`src/rtl/lcd_pkg.sv`:
```
// Shared types and derived constants for the EZDim LED driver.
package lcd_pkg;

    typedef enum logic [2:0] {
        ST_OFF      = 3'd0,
        ST_START    = 3'd1,
        ST_IDLE     = 3'd2,
        ST_PULSE_LO = 3'd3,
        ST_PULSE_HI = 3'd4,
        ST_SHDN     = 3'd5
    } lcd_state_e;

    // Clock cycles per microsecond; never below one so the prescaler stays legal.
    function automatic int unsigned us_div(input int unsigned clk_hz);
        return (clk_hz < 32'd1000000) ? 32'd1 : clk_hz / 32'd1000000;
    endfunction

    // Number of brightness steps the device supports.
    function automatic int unsigned n_steps(input int unsigned level_w);
        return 32'd1 << level_w;
    endfunction

endpackage

```
`src/rtl/us_tick_gen.sv`:
```
// One-cycle tick every microsecond, derived from the system clock.
module us_tick_gen
    import lcd_pkg::*;
#(
    parameter int unsigned CLK_HZ = 0
) (
    input  logic clk,
    input  logic srst,
    output logic tick
);

    localparam int unsigned US_DIV = us_div(CLK_HZ);
    localparam int unsigned CNT_W  = (US_DIV > 1) ? $clog2(US_DIV) : 1;

    logic [CNT_W-1:0] cnt_q, cnt_d;
    logic             tick_q, tick_d;

    always_comb begin
        cnt_d  = cnt_q + CNT_W'(1);
        tick_d = 1'b0;
        if (cnt_q == CNT_W'(US_DIV - 1)) begin
            cnt_d  = '0;
            tick_d = 1'b1;
        end
    end

    always_ff @(posedge clk) begin
        if (srst) begin
            cnt_q  <= '0;
            tick_q <= 1'b0;
        end else begin
            cnt_q  <= cnt_d;
            tick_q <= tick_d;
        end
    end

    assign tick = tick_q;

endmodule

```
`src/rtl/lcd_ezdim_driver.sv`:
```
// EZDim 1-wire brightness driver: walks the LED driver's level counter down with
// low pulses until it matches the requested level; a long low hold shuts it off.
module lcd_ezdim_driver
    import lcd_pkg::*;
#(
    parameter int unsigned CLK_HZ     = 0,
    parameter int unsigned LEVEL_W    = 5,
    parameter int unsigned T_PULSE_US = 10,
    parameter int unsigned T_START_US = 100,
    parameter int unsigned T_SHDN_US  = 2500
) (
    input  logic               clk,
    input  logic               srst,
    input  logic [LEVEL_W-1:0] level,
    output logic               pulse_out,
    output logic               busy,
    output logic               done,
    output logic [LEVEL_W-1:0] cur_level
);

    localparam int unsigned N     = n_steps(LEVEL_W);
    localparam int unsigned T_PS  = (T_PULSE_US > T_START_US) ? T_PULSE_US : T_START_US;
    localparam int unsigned T_MAX = (T_SHDN_US > T_PS) ? T_SHDN_US : T_PS;
    localparam int unsigned TMR_W = $clog2(T_MAX + 1);

    logic               us_tick;
    lcd_state_e         state_q, state_d;
    logic [TMR_W-1:0]   timer_q, timer_d;
    logic [TMR_W-1:0]   t_lim_c;
    logic               t_end_c;
    logic [LEVEL_W-1:0] target_q, target_d;
    logic [LEVEL_W-1:0] steps_q, steps_d;
    logic [LEVEL_W-1:0] pos_q, pos_d;
    logic [LEVEL_W-1:0] cur_q, cur_d;
    logic               pulse_q, pulse_d;
    logic               busy_q, busy_d;
    logic               done_q, done_d;

    us_tick_gen #(
        .CLK_HZ (CLK_HZ)
    ) u_tick (
        .clk  (clk),
        .srst (srst),
        .tick (us_tick)
    );

    // Last tick of the timed phase the FSM is currently in.
    always_comb begin
        t_lim_c = '0;
        unique case (state_q)
            ST_START:    t_lim_c = TMR_W'(T_START_US - 1);
            ST_PULSE_LO,
            ST_PULSE_HI: t_lim_c = TMR_W'(T_PULSE_US - 1);
            ST_SHDN:     t_lim_c = TMR_W'(T_SHDN_US - 1);
            default:     t_lim_c = '0;
        endcase
        t_end_c = us_tick && (timer_q == t_lim_c);
    end

    always_comb begin
        state_d  = state_q;
        timer_d  = timer_q;
        target_d = target_q;
        steps_d  = steps_q;
        pos_d    = pos_q;
        cur_d    = cur_q;
        done_d   = 1'b0;

        unique case (state_q)
            ST_OFF: begin
                if (us_tick && (level != '0)) begin
                    target_d = level;
                    state_d  = ST_START;
                end
            end
            ST_START: begin
                if (t_end_c) begin
                    steps_d = LEVEL_W'(N - 1) - target_q;
                    pos_d   = LEVEL_W'(N - 1);
                    state_d = ST_PULSE_LO;
                end else if (us_tick) begin
                    timer_d = timer_q + TMR_W'(1);
                end
            end
            ST_IDLE: begin
                if (us_tick) begin
                    if (level == '0) begin
                        state_d = ST_SHDN;
                    end else if (level != cur_q) begin
                        // Device only counts down, so going up wraps through N-1.
                        target_d = level;
                        steps_d  = cur_q - level;
                        state_d  = ST_PULSE_LO;
                    end
                end
            end
            ST_PULSE_LO: begin
                if (steps_q == '0) begin
                    cur_d   = target_q;
                    done_d  = 1'b1;
                    state_d = ST_IDLE;
                end else if (t_end_c) begin
                    state_d = ST_PULSE_HI;
                end else if (us_tick) begin
                    timer_d = timer_q + TMR_W'(1);
                end
            end
            ST_PULSE_HI: begin
                if (t_end_c) begin
                    steps_d = steps_q - LEVEL_W'(1);
                    pos_d   = pos_q - LEVEL_W'(1);
                    state_d = ST_PULSE_LO;
                end else if (us_tick) begin
                    timer_d = timer_q + TMR_W'(1);
                end
            end
            ST_SHDN: begin
                if (t_end_c) begin
                    cur_d   = '0;
                    done_d  = 1'b1;
                    state_d = ST_OFF;
                end else if (us_tick) begin
                    timer_d = timer_q + TMR_W'(1);
                end
            end
            default: state_d = ST_OFF;
        endcase

        if (state_d != state_q) begin
            timer_d = '0;
        end

        // Outputs follow the state being entered so they register in step with it.
        pulse_d = !((state_d == ST_OFF) || (state_d == ST_SHDN) ||
                    ((state_d == ST_PULSE_LO) && (steps_d != '0)));
        busy_d  = (state_d == ST_START) || (state_d == ST_PULSE_HI) || (state_d == ST_SHDN) ||
                  ((state_d == ST_PULSE_LO) && (steps_d != '0));
    end

    always_ff @(posedge clk) begin
        if (srst) begin
            state_q  <= ST_OFF;
            timer_q  <= '0;
            target_q <= '0;
            steps_q  <= '0;
            pos_q    <= '0;
            cur_q    <= '0;
            pulse_q  <= 1'b0;
            busy_q   <= 1'b0;
            done_q   <= 1'b0;
        end else begin
            state_q  <= state_d;
            timer_q  <= timer_d;
            target_q <= target_d;
            steps_q  <= steps_d;
            pos_q    <= pos_d;
            cur_q    <= cur_d;
            pulse_q  <= pulse_d;
            busy_q   <= busy_d;
            done_q   <= done_d;
        end
    end

    assign pulse_out = pulse_q;
    assign busy      = busy_q;
    assign done      = done_q;
    assign cur_level = cur_q;

endmodule

```
`config.mk`:
```
export PLATFORM = sky130hd
export DESIGN_NAME = lcd_ezdim_driver
export DESIGN_NICKNAME = d
export VERILOG_FILES = /design/src/rtl/lcd_pkg.sv /design/src/rtl/us_tick_gen.sv /design/src/rtl/lcd_ezdim_driver.sv
export SDC_FILE = /design/constraint.sdc
export NUM_CORES = 1
export LEC_CHECK = 0
export CORE_MARGIN = 4
export CORE_UTILIZATION = 35
export DETAILED_ROUTE_END_ITERATION = 12
export PLACE_DENSITY = 0.63
export SYNTH_ARGS = -nofsm -noshare
export SYNTH_HDL_FRONTEND = slang
export SYNTH_HIERARCHICAL = 1
export SYNTH_SLANG_ARGS = --single-unit
```
`constraint.sdc`:
```
create_clock -name clk -period 2.45 [get_ports clk]
set_input_delay 0.3675 -clock clk [delete_from_list [all_inputs] [get_ports clk]]
set_output_delay 0.3675 -clock clk [all_outputs]
set_load 0.005 [all_outputs]
```
==> results_dict.tcl <==
set metrics [dict create \
    worstPathMaxFanout 4 \
    antenna_found_initial 0 \
    routed_wl_um 5000 \
    viasPerCell 5.21 \
    gr-usage-met1 0.196 \
    drv_slew 0 \
    worst_pin_slew_ps 539 \
    hold_viol 0 \
    cp-end-kind "flip-flop" \
    tritoncts "built" \
    initial_core_util 0.369 \
    grt-ovfl-total 0 \
    synth_mux_area_frac 0.0242 \
    synthArstFlopShare 0 \
    arrival_ps 2480 \
    io_buffers 14 \
    fillers 567 \
    ys_seq_area_frac 0.339 \
    p_total_mw 1.43 \
    crit_type "in2reg" \
    vias 1953 \
    final_cell_mix "41 x nor2_1, 36 x buf_4, 33 x dfxtp_1, 20 x nand2_1, 13 x clkdlybuf4s50_1" \
    ioPinCount 15 \
    power_density_nw_per_um2 517 \
    cp-start-kind "input port" \
    dr.pass1.iters 4 \
    cts_sinks 35 \
    cts-root-buf "clkbuf_8" \
    synthesis.area_um2 2070 \
    synth_xor_area_frac 0.0593 \
    grt_pass1_wl_um 8560 \
    relSlewSlack 0.638 \
    busiest_layer "met2" \
    holdCritPathClass "reg2reg" \
    core_um2 5610 \
    cts_buffers 5 \
    clkPwrFrac 0.433 \
    drive_gt1_frac 0.238 \
    dieArea_um2 7200 \
    fmax_ghz 0.436 \
    yosys.area_share.adder 0.0460 \
    max-cap-violations 0 \
    dieWidth_um 84.9 \
    synthFlopType "dfxtp_1" \
    pre_cts_ws_ps -390 \
    htreeDepth 2 \
    drc 0 \
    diodes 0 \
    synth-seq-cells 35 \
    wl_per_cell_um 13.3 \
    fin_tns_setup_ps 0 \
    hold_buffers 0 \
    drtIter0Drc 121 \
    min_period_over_period 0.936 \
    ant_nets 0 \
    peakVddDrop_mv 0.372 \
    synthCells 253 \
    area_delta_synth_final_pct 33.5 \
    skew_ps 7.58 \
    regArea_um2 703 \
    gp_congestion 0.965 \
    swShare 0.231 \
    synth_edf_count 0 \
    synth_top_family_by_area "simple AND/OR/NAND/NOR gates" \
    post-route-min-period_ps 2290 \
    p_seq_frac 0.419 \
    leakage_nw 1.05 \
    synthDistinctLibCells 54 \
    whs_ps 385 \
    clk_pin_slew_worst_paths_ps 70 \
    fin_nets 316 \
    setup_violations 0 \
    synth_compound_area_frac 0.181 \
    synthSimpleGateAreaFrac 0.306 \
    gr-usage-met2 0.222 \
    critPathRequiredTime_ps 2640 \
    yosysWarnings 6 \
    multiInputGateArea_um2 1360 \
    avgSynthCellArea_um2 8.17 \
    final_area_um2 2760 \
    die_y_um 84.9 \
    clock_latency_ps 290 \
    final_common_cell "nor2_1" \
    netSwitchingPower_mw 0.329 \
    track_usage 0.145 \
    clockBufferDepth 2 \
    comb_power_share 0.148 \
    postCtsSetupBuffers 0 \
    row_count 27 \
    grt_pass1_vias 1866 \
    syn-num-nets 267 \
    dp_hpwl_um 3800 \
    status "completed" \
    grt_start_max_net_pins 13 \
    use_met3 0.0301 \
    intPower_mw 1.10 \
    place_area_um2 2540 \
    fin_ws_ps 158 \
]
## critical path: stages
cell	delay [ps]
clkdlybuf4s50_1	480
inv_1	70
ha_4	290
nand4_1	110
nor2_2	170
and2_1	170
a211oi_1	70
buf_4	140
a21oi_1	110
o21ai_1	100
buf_4	150
o221a_2	250
## sequential cells by signal, indices dropped and copies added (netlist names)
signal	flops
steps_q	5
done	1
timer_q	12
state_q	3
u_tick/cnt_q	1
cur_level	5
pulse_out	1
u_tick/tick	1
target_q	5
busy	1
## layer usage
metal	up-vias	wire length [um]
met1	890	2540
met2	58	2130
li1	995	-
met5	-	0
met3	10	230
met4	0	108
## cells in the mapped netlist, drive strengths merged (2+ instances only)
master	instances	share of area
o21ai	9	0.022
nand4	4	0.012
a22oi	5	0.018
nand3	4	0.0097
nor3b	5	0.021
xnor2	9	0.038
nand3b	2	0.0073
o211ai	2	0.0073
nand2b	11	0.033
o22ai	5	0.015
or3b	2	0.0085
clkbuf	2	0.0036
o2111a	2	0.011
a221oi	4	0.017
nor2	43	0.078
nand2	20	0.036
ha	6	0.036
and2	5	0.015
buf	7	0.021
o311ai	2	0.0085
and3	4	0.012
xor2	5	0.021
mux2i	5	0.024
nor4	5	0.018
inv	10	0.018
a31oi	2	0.0060
a211oi	2	0.0073
a21oi	10	0.026
dfxtp	35	0.34
nor3	9	0.034
nor2b	3	0.0091
## metrics by stage
stage	instances	utilization
after floorplan	253	-
after global placement	367	0.452
after detailed placement	367	0.452
after CTS	375	0.478
after global routing	375	0.492
final	375	0.492
## power by group through the flow
stage	Clock, mW	Combinational, mW	Sequential (mW)
6_report	0.618	0.212	0.598
5_1_grt	0.657	0.234	0.600
4_1_cts	0.635	0.202	0.597
3_5_place_dp	0	0.198	0.610
3_3_place_gp	0	0.195	0.610
2_1_floorplan	0	0.112	0.605
## final cells by class
class / count / area share
Clock inverter: 2 / 0.0218
Sequential cell: 35 / 0.255
Multi-Input combinational cell: 199 / 0.494
Clock buffer: 6 / 0.0263
Tap cell: 72 / 0.0326
Inverter: 10 / 0.0136
Timing Repair Buffer: 51 / 0.157
## final timing paths
check | from | endpoint | slack, ps | depth (start not counted)
max | level[3] | busy$_SDFF_PP0_ | 160 | 12
min | u_tick/cnt_q$_SDFF_PP0_ | u_tick/tick$_SDFF_PP0_ | 380 | 1
max reg2reg | state_q[1]$_SDFF_PP0_ | timer_q[9]$_SDFFE_PP0P_ | 180 | 9
min reg2reg | u_tick/cnt_q$_SDFF_PP0_ | u_tick/tick$_SDFF_PP0_ | 380 | 1
## cells by family after synthesis
group           Yosys count
flops                    35
simple gates            120
buf+inv                  19
mux                       5
xor+xnor                 14
other cells               1
fa+ha+maj                 7
compound gates           52
## repair_timing
item                                    4_1_cts  5_1_grt
gates cloned                                  0        0
resized for setup                             2       19
endpoints found under the setup margin        5       24
pin swaps                                     1        6
No activity file was read; power rests on OpenSTA's default activity.
